`src/rtl/conv_seq_pkg.sv`:
```
// Shared encodings for the conv layer sequencer and the conv input interface.
package conv_seq_pkg;

  typedef enum logic [1:0] {
    CMD_IDLE    = 2'd0,
    CMD_PRELOAD = 2'd1,
    CMD_SHIFT   = 2'd2,
    CMD_LOAD    = 2'd3
  } cmd_e;

  typedef enum logic [1:0] {
    ACK_NONE        = 2'd0,
    ACK_PRELOAD_FIN = 2'd1,
    ACK_SHIFT_FIN   = 2'd2,
    ACK_LOAD_FIN    = 2'd3
  } ack_e;

  typedef enum logic [2:0] {
    ST_IDLE,
    ST_PRELOAD,
    ST_SHIFT,
    ST_LOAD,
    ST_DRAIN
  } seq_state_e;

  function automatic int clog2_min1(input int n);
    return (n <= 2) ? 1 : $clog2(n);
  endfunction

endpackage

```
`src/rtl/conv_seq_tag_pipe.sv`:
```
// Result tag delay line: clear pulse at stage 0, calc_fin plus tags at stage STAGES.
module conv_seq_tag_pipe #(
  parameter int STAGES = 2,
  parameter int TAG_W  = 3
) (
  input  logic             clk,
  input  logic             rst_n,
  input  logic             push,
  input  logic [TAG_W-1:0] tag_in,
  output logic             clear,
  output logic             calc_fin,
  output logic [TAG_W-1:0] tag_out,
  output logic             empty
);

  logic [STAGES:0]            vld_pipe;
  logic [STAGES:0][TAG_W-1:0] tag_pipe;

  // Tag stages only load behind a valid entry, so the last stage holds the
  // most recent result tag after calc_fin drops.
  always_ff @(posedge clk or negedge rst_n) begin
    if (!rst_n) begin
      vld_pipe <= '0;
      tag_pipe <= '0;
    end else begin
      vld_pipe <= {vld_pipe[STAGES-1:0], push};
      if (push) tag_pipe[0] <= tag_in;
      for (int k = 1; k <= STAGES; k++)
        if (vld_pipe[k-1]) tag_pipe[k] <= tag_pipe[k-1];
    end
  end

  assign clear    = vld_pipe[0];
  assign calc_fin = vld_pipe[STAGES];
  assign tag_out  = tag_pipe[STAGES];
  // True when nothing is left after the last stage retires this cycle.
  assign empty    = !push && !(|vld_pipe[STAGES-1:0]);

endmodule

```
`src/rtl/conv_layer_sequencer.sv`:
```
// Frame sequencer for the conv layer: walks feature/column/row through the
// input interface preload/shift/load handshake and tags each kernel result.
module conv_layer_sequencer
  import conv_seq_pkg::*;
#(
  parameter int NUM_FEATURE  = 4,
  parameter int NUM_SHIFT    = 6,
  parameter int NUM_ROW      = 6,
  parameter int CALC_LATENCY = 2,
  parameter int FEAT_W       = clog2_min1(NUM_FEATURE),
  parameter int COL_W        = clog2_min1(NUM_SHIFT),
  parameter int ROW_W        = clog2_min1(NUM_ROW)
) (
  input  logic              clk,
  input  logic              rst_n,
  input  logic              start,
  input  logic              enable,
  input  logic [1:0]        ack,
  output logic [1:0]        cmd,
  output logic              kernel_array_clear,
  output logic              kernel_calc_fin,
  output logic [FEAT_W-1:0] feature_idx,
  output logic [COL_W-1:0]  col_idx,
  output logic [ROW_W-1:0]  row_idx,
  output logic              busy,
  output logic              frame_done,
  output logic              proto_err
);

  localparam int TAG_W = FEAT_W + COL_W + ROW_W;
  localparam logic [FEAT_W-1:0] F_LAST = FEAT_W'(NUM_FEATURE - 1);
  localparam logic [COL_W-1:0]  C_LAST = COL_W'(NUM_SHIFT - 1);
  localparam logic [ROW_W-1:0]  R_LAST = ROW_W'(NUM_ROW - 1);

  seq_state_e        state;
  logic [FEAT_W-1:0] f;
  logic [COL_W-1:0]  c;
  logic [ROW_W-1:0]  r;
  ack_e              ack_in;
  logic              ack_ok;
  logic              shift_fin;
  logic              pipe_empty;
  logic [TAG_W-1:0]  tag_out;

  assign ack_in = ack_e'(ack);

  always_comb begin
    ack_ok = 1'b0;
    case (state)
      ST_PRELOAD: ack_ok = (ack_in == ACK_PRELOAD_FIN);
      ST_SHIFT:   ack_ok = (ack_in == ACK_SHIFT_FIN);
      ST_LOAD:    ack_ok = (ack_in == ACK_LOAD_FIN);
      default:    ack_ok = 1'b0;
    endcase
  end

  assign shift_fin = enable && (state == ST_SHIFT) && (ack_in == ACK_SHIFT_FIN);
  assign busy      = (state != ST_IDLE);

  always_ff @(posedge clk or negedge rst_n) begin
    if (!rst_n) begin
      state      <= ST_IDLE;
      f          <= '0;
      c          <= '0;
      r          <= '0;
      cmd        <= CMD_IDLE;
      frame_done <= 1'b0;
      proto_err  <= 1'b0;
    end else begin
      cmd        <= CMD_IDLE;
      frame_done <= 1'b0;
      if (enable && ack_in != ACK_NONE && !ack_ok) proto_err <= 1'b1;
      if (enable) begin
        case (state)
          ST_IDLE: if (start) begin
            f         <= '0;
            c         <= '0;
            r         <= '0;
            proto_err <= 1'b0;
            cmd       <= CMD_PRELOAD;
            state     <= ST_PRELOAD;
          end
          ST_PRELOAD: if (ack_in == ACK_PRELOAD_FIN) begin
            cmd   <= CMD_SHIFT;
            state <= ST_SHIFT;
          end
          ST_SHIFT: if (ack_in == ACK_SHIFT_FIN) begin
            if (f < F_LAST) begin
              f   <= f + 1'b1;
              cmd <= CMD_SHIFT;
            end else begin
              f <= '0;
              if (c < C_LAST) begin
                c     <= c + 1'b1;
                cmd   <= CMD_LOAD;
                state <= ST_LOAD;
              end else begin
                c <= '0;
                if (r < R_LAST) begin
                  r     <= r + 1'b1;
                  cmd   <= CMD_PRELOAD;
                  state <= ST_PRELOAD;
                end else begin
                  state <= ST_DRAIN;
                end
              end
            end
          end
          ST_LOAD: if (ack_in == ACK_LOAD_FIN) begin
            cmd   <= CMD_SHIFT;
            state <= ST_SHIFT;
          end
          ST_DRAIN: if (pipe_empty) begin
            frame_done <= 1'b1;
            state      <= ST_IDLE;
          end
          default: state <= ST_IDLE;
        endcase
      end
    end
  end

  conv_seq_tag_pipe #(
    .STAGES (CALC_LATENCY),
    .TAG_W  (TAG_W)
  ) u_tag_pipe (
    .clk      (clk),
    .rst_n    (rst_n),
    .push     (shift_fin),
    .tag_in   ({f, c, r}),
    .clear    (kernel_array_clear),
    .calc_fin (kernel_calc_fin),
    .tag_out  (tag_out),
    .empty    (pipe_empty)
  );

  assign {feature_idx, col_idx, row_idx} = tag_out;

endmodule
```
`config.mk`:
```
export PLATFORM = sky130hd
export DESIGN_NAME = conv_layer_sequencer
export DESIGN_NICKNAME = d
export VERILOG_FILES = /design/src/rtl/conv_seq_pkg.sv /design/src/rtl/conv_seq_tag_pipe.sv /design/src/rtl/conv_layer_sequencer.sv
export SDC_FILE = /design/constraint.sdc
export NUM_CORES = 1
export LEC_CHECK = 0
export ABC_AREA = 1
export BUFFER_PORTS_ARGS = -buffer_cell sky130_fd_sc_hd__buf_2
export CORE_UTILIZATION = 27
export CTS_CLUSTER_SIZE = 20
export DETAILED_ROUTE_END_ITERATION = 6
export GPL_TIMING_DRIVEN = 0
export PLACE_DENSITY_LB_ADDON = 0.2
export SETUP_SLACK_MARGIN = 0.05
export SYNTH_ARGS = -nofsm -noshare
export SYNTH_HDL_FRONTEND = slang
export SYNTH_SLANG_ARGS = --single-unit
```
`constraint.sdc`:
```
create_clock -name clk -period 1.8 [get_ports clk]
set_clock_uncertainty 0.1 [all_clocks]
set_input_delay 0.09 -clock clk [delete_from_list [all_inputs] [get_ports clk]]
set_output_delay 0.09 -clock clk [all_outputs]
set_load 0.02 [all_outputs]
```
==> impl_metrics.tcl, run 1 <==
set metrics [dict create \
    syn_area_per_cell_um2 8.52 \
    insertion_delay_ns 0.29 \
    grt_start_max_net_pins 43 \
    critPathLaunch "state[1]" \
    layout.nets 270 \
    async_flop_share_pct 100 \
    rr_startpoint "state[1]" \
    relSlewSlack_pct 38.1 \
    path_class "reg2reg" \
    dr.pass1.iters 4 \
    hold_class "in2reg" \
    htreeDepth 2 \
    arrival_ns 1.69 \
    drtIter0Drc 54 \
    max_freq_ghz 0.624 \
    drcViolationCount 0 \
    syn_inst 229 \
    cts_root_buffer "clkbuf_8" \
    placed_cells 345 \
    post-route-period-util_pct 89.0 \
    grt_pass1_wl_um 6350 \
    regToRegSetupSlack_ns 0.20 \
    grt_overflow 0 \
    finalWorstSetupSlack_ns 0.198 \
    synth_cell_types 28 \
    core_area_mm2 0.00687 \
    synth_compound_area_share_pct 8.08 \
    leakagePower_uw 0.00120 \
    nFillCells 753 \
    drive_gt1_share_pct 21.0 \
    track_usage_pct 10.8 \
    synth-main-ff-cell "dfrtp_1" \
    wl_um 3620 \
    io_buffers 20 \
    post_cts_resized 0 \
    status "complete, no violations" \
    rsz0062_at_grt "no" \
    antenna_found_initial 0 \
    place_worst_setup_slack_ns 0.210 \
    synth.mux.area_fraction_pct 0 \
    multi_input_area_um2 718 \
    cp-end-kind "register" \
    finalHoldViolCount 0 \
    fp-row-count 30 \
    finalCriticalPeriod_ns 1.60 \
    syn2layout_area_growth_pct 18.0 \
    clk_pin_slew_ns 0.08 \
    final-seq-area_mm2 0.00105 \
    io_pins 21 \
    r2r_end "r[0]" \
    die_area_mm2 0.00757 \
    die_h_um 87.0 \
    max-cap-violations 0 \
    vias 1469 \
    final-instance-count-excl-fill 358 \
    vdd.ir_drop.worst_mv 0.482 \
    grt_pass1_vias 1374 \
    setup_viol 0 \
    cts_buffers 5 \
    antenna_cells 0 \
    dp_hpwl_um 2510 \
    synth_xor_area_share_pct 0.898 \
    power_density_mw_per_mm2 1420 \
    wl_per_cell_um 10.1 \
    rr_worst_depth 8 \
    drtAntennaViolNets 0 \
    initial_core_util_pct 28.4 \
    syn_nets 238 \
    ys_warn_count 0 \
    ys_ff_latch 42 \
    clock_sinks 42 \
    clk_path_buf_depth 2 \
    worstPathRequired_ns 1.88 \
    synth_edf_count 0 \
    tightest_slew_ns 0.928 \
    syn_area_mm2 0.00195 \
    gp_congestion 0.812 \
    critPathLaunchType "register" \
    synth-simple-area-share_pct 25.9 \
    fin_util_pct 33.5 \
    cts_tree "done" \
    synthAdderAreaFrac_pct 1.92 \
    synth_top_family_by_area "simple AND/OR/NAND/NOR gates" \
    timing.setup.tns_ns 0 \
    vias_per_cell 4.10 \
    die_x_um 87.0 \
    power.total_uw 3280 \
    seq_area_frac_synth_pct 53.9 \
    crit_path_end "r[0]" \
    finalMaxSlewViolations 0 \
    path_max_fanout 9 \
]
==> state kept, by name, summed over array words and instances (netlist names) <==
register and count:
c 3, cmd 2, f 2, frame_done 1
proto_err 1, r 3, state 3, u_tag_pipe.tag_out 8
u_tag_pipe.tag_pipe 16, u_tag_pipe.vld_pipe 3
==> worst min path at each step <==
stage               startpoint               endpoint  slack (ns)  depth (start not counted)
floorplan                rst_n                   c[0]       -0.31                          0
global placement         rst_n  u_tag_pipe.tag_out[4]        0.20                          1
detailed placement       rst_n  u_tag_pipe.tag_out[3]        0.20                          1
CTS                     enable                 cmd[0]        0.02                          3
global route            enable                 cmd[1]        0.04                          3
finish                  enable                 cmd[0]        0.03                          3
==> repair_timing <==
action	in CTS	in global routing
setup buffers	0	4
hold buffers	1	0
endpoints found under the setup margin	0	2
endpoints found under the hold margin	42	0
==> layout by cell type (no fill, tap or decap), types with 4 or more instances in the layout <==
cell type | synthesis | routed
nand2_2 | 5 | 5
a21oi_1 | 10 | 10
buf_2 | 1 | 21
dfrtp_1 | 42 | 42
inv_1 | 25 | 25
o21ai_0 | 10 | 10
clkbuf_8 | 0 | 5
nand2_1 | 61 | 61
o21ai_1 | 4 | 4
buf_4 | 8 | 12
nand3_1 | 16 | 16
nor2_1 | 21 | 21
==> kinds of logic after synthesis <==
family,Yosys count
XOR/XNOR,2
AO/OA/AOI/OAI,29
flip-flops,42
AND/OR/NAND/NOR,113
adder cells (fa/ha/maj),3
buffers and inverters,40
==> critical path: stages (launching register included) <==
cell and delay, ns:
dfrtp_1 0.44, inv_1 0.13, nand2_1 0.11, nor2_2 0.20, a21oi_2 0.07, nor2_4 0.22, nand2_2 0.10, nand2_1 0.07
nand2_1 0.05
==> Yosys cell counts, drive strengths merged, types with 2 or more instances <==
| master | number | area, um2 |
|---|---|---|
| nand2 | 66 | 260 |
| dfrtp | 42 | 1050 |
| inv | 27 | 101 |
| nor2 | 25 | 114 |
| nand3 | 18 | 108 |
| o21ai | 14 | 70.1 |
| a21oi | 11 | 58.8 |
| buf | 9 | 65.1 |
| clkbuf | 3 | 11.3 |
| ha | 3 | 37.5 |
| nand4 | 2 | 12.5 |
| o21a | 2 | 15.0 |
==> power breakdown <==
group          switching, uW  internal (uW)
sequential               195           1230
combinational            733            507
clock                    340            273
==> layer usage <==
layer | wire length [um] | vias to the layer above | GRT usage (%)
met5 | 0 | - | 0
met4 | 43 | 0 | 4.09
met3 | 108 | 5 | 2.75
met2 | 1590 | 21 | 17.0
met1 | 1880 | 665 | 14.4
li1 | - | 778 | -
==> stage by stage <==
| stage | hold slack (ns) | instance area [um2] |
|---|---|---|
| floorplan | -0.306 | 1950 |
| global placement | 0.202 | 2170 |
| detailed placement | 0.199 | 2170 |
| CTS | 0.0163 | 2270 |
| global route | 0.0378 | 2300 |
| finish | 0.0261 | 2300 |
==> area by class of cell <==
class	instances	area share, %
Sequential cell	42	45.7
Multi-Input combinational cell	147	31.2
Timing Repair Buffer	25	6.09
Tap cell	96	5.22
Inverter	28	4.57
Buffer	12	3.32
Clock buffer	5	2.99
Clock inverter	3	0.924
No activity file was read; power rests on OpenSTA's default activity.
==> run 2, diff against run 1 <==
Settings changed: PLACE_DENSITY_LB_ADDON 0.2 to unset.
==> run 2 against run 1 <==
Compared with the run above:
- die area unchanged
- register-to-register slack better by 0.02 ns
- routed wire length is 8.3% lower
- global-route usage down 0.98 points
- via count shrank 0.88%
- setup slack better by 0.021 ns
- critical endpoint is now busy
==> impl_metrics.tcl, run 2 (synthesis gave the netlist of run 1 again) <==
set metrics [dict create \
    status "complete, no violations" \
    layout.nets 266 \
    grt_start_max_net_pins 43 \
    die_h_um 87.0 \
    track_usage_pct 9.86 \
    path_class "reg2out" \
    vias 1456 \
    power_density_mw_per_mm2 1460 \
    cts_tree "done" \
    cpPeakStageDelay_ns 0.46 \
    wl_um 3320 \
    syn2layout_area_growth_pct 17.6 \
    whs_path_depth 3 \
    cts_buffers 5 \
    core_area_mm2 0.00687 \
    drtAntennaViolNets 0 \
    io_buffers 20 \
    die_area_mm2 0.00757 \
    max_freq_ghz 0.632 \
    antenna_found_initial 0 \
    finalMaxSlewViolations 0 \
    finalHoldViolCount 0 \
    setup_viol 0 \
    vdd.ir_drop.worst_mv 0.634 \
    leakagePower_uw 0.00119 \
    antenna_cells 0 \
    place_worst_setup_slack_ns 0.242 \
    largest_reg_flops 16 \
    wl_per_cell_um 9.38 \
    slowest_stage "dfrtp_1" \
    drtIter0Drc 65 \
    max-cap-violations 0 \
    finalWorstSetupSlack_ns 0.219 \
    drcViolationCount 0 \
    final_common_cell "nand2_1" \
    die_x_um 87.0 \
    crit_path_cell_trace "inv_2 > nand2_1 > nor2_2 > inv_1 > buf_2" \
    drive_gt1_share_pct 19.8 \
    grt_pass1_wl_um 5740 \
    relSlewSlack_pct 38.1 \
    largest_register "u_tag_pipe.tag_pipe" \
    nFillCells 737 \
    fin_util_pct 33.4 \
    vias_per_cell 4.11 \
    clk_path_buf_depth 2 \
    arrival_ns 1.39 \
    gp_congestion 0.796 \
    placed_cells 345 \
    timing.setup.tns_ns 0 \
    final_cell_mix "nand2_1 (61), dfrtp_1 (42), inv_1 (25)" \
    initial_core_util_pct 28.4 \
    critPathLaunchType "register" \
    htreeDepth 2 \
    grt_overflow 0 \
    post-route-period-util_pct 87.9 \
    grt_pass1_vias 1272 \
    fp-row-count 30 \
    cp-end-kind "output pin" \
    tightest_slew_ns 0.928 \
    dr.pass1.iters 4 \
    hold_class "in2reg" \
    final-seq-area_mm2 0.00105 \
    insertion_delay_ns 0.30 \
    clock_sinks 42 \
    dp_hpwl_um 2420 \
    worstPathRequired_ns 1.61 \
    io_pins 21 \
    path_max_fanout 5 \
    clk_pin_slew_ns 0.09 \
    finalCriticalPeriod_ns 1.58 \
    cts_root_buffer "clkbuf_8" \
    rsz0062_at_grt "no" \
    rr_worst_depth 8 \
    regToRegSetupSlack_ns 0.22 \
    final-instance-count-excl-fill 354 \
    multi_input_area_um2 718 \
]
## run 2: changes by cell type in the layout (fill, tap and decap cells not counted)
cell and change:
clkinv_4 -1, inv_6 +1, buf_4 -4, bufinv_16 +1, clkinvlp_4 -1
## run 2: area by class of cell
type                       instances  share of cell area, %
tap                               96                   5.24
inverter                          28                   4.58
sequential                        42                   45.8
multi-input combinational        147                   31.3
buffer                            12                   3.33
timing repair buffer              21                   4.80
clock buffer                       5                   3.00
clock inverter                     3                   1.91
## run 2: what timing repair did
item | 4_1_cts | 5_1_grt
hold endpoints to repair | 42 | 0
hold buffers | 1 | 0
resized for setup | 0 | 0
buffers inserted | 0 | 0
## run 2: metrics by stage
| stage | power, uW | hold WS [ns] | cell area [um2] |
|---|---|---|---|
| 2_1_floorplan | 2330 | -0.306 | 1950 |
| 4_1_cts | 3410 | 0.00478 | 2290 |
| 3_3_place_gp | 2610 | 0.179 | 2170 |
| 3_5_place_dp | 2630 | 0.185 | 2170 |
| 6_report | 3360 | 0.0121 | 2290 |
| 5_1_grt | 3630 | 0.0272 | 2290 |
## run 2: path summary, 6_finish.rpt
path	startpoint	endpoint
worst max-delay path	state[0]	busy
worst min-delay path	enable	cmd[0]
worst max register to register	state[2]	r[0]
worst min register to register	u_tag_pipe.vld_pipe[1]	u_tag_pipe.vld_pipe[2]
max in group asynchronous	rst_n	u_tag_pipe.tag_pipe[9]
min in group asynchronous	rst_n	state[1]
## run 2: where the power goes
group	internal (uW)	leakage [uW]	total (uW)	switching, uW
combinational	464	0.000578	1180	717
clock	416	0.0000585	758	343
sequential	1230	0.000556	1420	192
## run 2: worst max-delay path, delay by kind of cell, from the launching register on
| family | cells | cell delay [ns] |
|---|---|---|
| flops | 1 | 0.46 |
| simple gates | 2 | 0.31 |
| buf+inv | 3 | 0.34 |
## run 2: routing by layer
metal  part of all wire, %  wire [um]  global-route usage, %
met5                     0          0                      0
met4                  0.96         32                   3.18
met3                   3.7        122                   3.41
met2                    43       1420                   14.9
met1                    53       1750                   13.2
==> run 3, diff against run 2 <==
Settings changed: CAP_MARGIN set to 20, CORE_ASPECT_RATIO set to 0.6, HOLD_SLACK_MARGIN set to 0.05.
==> run 3 against run 2 <==
Compared with the run above:
- the flow now finishes with violations (design-rule violations)
- global-route usage is 1.4 points higher
- clock power is 14% higher
- worst hold slack better by 0.10 ns
- total power grew 5.6%
- combinational power grew 6%
- sequential power about the same
- sequential share of layout area fell by 1.0 points
- final cell count is 1.4% lower
- first-iteration DRC count rose by 9.2%
==> impl_metrics.tcl, run 3 (synthesis gave the netlist of run 1 again) <==
set metrics [dict create \
    vias_per_cell 4.32 \
    clkPwrFrac_pct 24.5 \
    tightest_slew_ns 0.917 \
    setup_viol 0 \
    post_cts_resized 0 \
    final_cell_mix "nand2_1 (61), dfrtp_1 (42), inv_1 (25)" \
    comb_power_share_pct 35.2 \
    p_seq_share_pct 40.3 \
    final_common_cell "nand2_1" \
    io_pins 21 \
    violations "design-rule violations" \
    layout.nets 270 \
    grt_pass1_wl_um 6390 \
    cts_root_buffer "clkbuf_16" \
    clk_path_buf_depth 2 \
    finalMaxSlewViolations 0 \
    cp-end-kind "register" \
    insertion_delay_ns 0.28 \
    die_h_um 67.8 \
    drive_gt1_share_pct 20.2 \
    worstPathRequired_ns 1.87 \
    status "finished, violations left" \
    finalHoldViolCount 0 \
    relSlewSlack_pct 38.9 \
    io_buffers 20 \
    dp_hpwl_um 2790 \
    drtAntennaViolNets 0 \
    critPathLaunchType "register" \
    post-route-period-util_pct 89.5 \
    grt_overflow 0 \
    hold_class "in2reg" \
    vdd.ir_drop.worst_mv 0.417 \
    cts_buffers 5 \
    power_density_mw_per_mm2 1510 \
    gp_congestion 0.816 \
    largest_reg_flops 16 \
    timing.setup.tns_ns 0 \
    core_area_mm2 0.00682 \
    power_switching_uw 1300 \
    drtIter0Drc 71 \
    track_usage_pct 11.2 \
    cts_tree "done" \
    wl_per_cell_um 10.6 \
    drcViolationCount 2 \
    finalCriticalPeriod_ns 1.61 \
    place_worst_setup_slack_ns 0.193 \
    max-cap-violations 0 \
    fp-row-count 23 \
    vias 1509 \
    rsz0062_at_grt "no" \
    path_max_fanout 8 \
    power.internal_uw 2250 \
    clock_sinks 42 \
    clk_pin_slew_ns 0.06 \
    die_x_um 112 \
    leakagePower_uw 0.00122 \
    antenna_found_initial 0 \
    dr.pass1.iters 6 \
    finalWorstSetupSlack_ns 0.188 \
    htreeDepth 2 \
    arrival_ns 1.68 \
    grt_pass1_vias 1383 \
    max_freq_ghz 0.620 \
    power.share.switching_pct 36.5 \
    antenna_cells 0 \
    largest_register "u_tag_pipe.tag_pipe" \
    grt_start_max_net_pins 43 \
    path_class "reg2reg" \
    die_area_mm2 0.00758 \
    initial_core_util_pct 28.6 \
    syn2layout_area_growth_pct 20.2 \
    wl_um 3720 \
]
==> run 3: changes by cell type in the layout (fill, tap and decap cells not counted), sizes merged <==
cell / previous run / this run
buf: 29 / 32
inv: 28 / 27
dlygate4sd3: 1 / 2
clkinv: 2 / 3
bufinv: 1 / 0
clkbuf: 8 / 9
==> run 3: path summary, 6_finish.rpt <==
check	start	end	slack [ns]	cells past startpoint
setup / recovery	state[2]	f[1]	0.19	8
hold / removal	start	cmd[0]	0.12	5
setup reg to reg	state[2]	f[1]	0.19	8
hold reg to reg	u_tag_pipe.vld_pipe[1]	u_tag_pipe.vld_pipe[2]	0.27	0
max in group asynchronous	rst_n	frame_done	0.64	2
min in group asynchronous	rst_n	u_tag_pipe.tag_pipe[3]	0.38	2
==> run 3: power groups by stage <==
| stage | Combinational (uW) | Clock [uW] | Sequential (uW) |
|---|---|---|---|
| after floorplan | 906 | 0 | 1430 |
| after global placement | 1190 | 0 | 1440 |
| after detailed placement | 1210 | 0 | 1450 |
| after CTS | 1220 | 898 | 1430 |
| after global routing | 1410 | 938 | 1470 |
| final | 1250 | 867 | 1430 |
==> run 3: layout make-up <==
type	instances	area [um2]
multi-input cells	147	718
plain buffers	12	76.3
well taps	87	109
inverters	28	105
repair buffers	25	143
flip-flops and latches	42	1050
clock inverters	2	13.8
fillers	717	4480
clock buffers	6	129
==> run 3: layer usage <==
| metal | GRT usage, % | routed length [um] | part of all wire (%) | vias to the layer above |
|---|---|---|---|---|
| li1 | - | - | - | 773 |
| met1 | 15.2 | 1880 | 51 | 701 |
| met2 | 15.6 | 1520 | 41 | 31 |
| met3 | 4.34 | 252 | 6.8 | 4 |
| met4 | 5.57 | 57 | 1.5 | 0 |
| met5 | 0 | 0 | 0 | - |
==> run 3: timing repair <==
action | CTS | global route
hold buffers | 2 | 0
hold endpoints to repair | 43 | 0
buffers inserted | 0 | 3
setup endpoints to repair | 0 | 1
==> run 3: worst max-delay path, cell delays in order (launching register included) <==
cell,delay (ns)
dfrtp_1,0.50
inv_2,0.10
nand2_2,0.10
nor2_4,0.06
buf_4,0.15
nand3_4,0.07
clkinv_1,0.21
nand3_1,0.13
nand2_1,0.06
==> run 3: through the flow <==
| stage | hold WS [ns] | area, um2 | utilization [%] | std cells | total power, uW |
|---|---|---|---|---|---|
| 3_5_place_dp | 0.191 | 2160 | 31.7 | 336 | 2660 |
| 3_3_place_gp | 0.185 | 2160 | 31.7 | 336 | 2620 |
| 2_1_floorplan | -0.306 | 1950 | - | 229 | 2330 |
| 4_1_cts | 0.103 | 2320 | 34.0 | 346 | 3550 |
| 6_report | 0.116 | 2340 | 34.4 | 349 | 3550 |
| 5_1_grt | 0.155 | 2340 | 34.4 | 349 | 3820 |
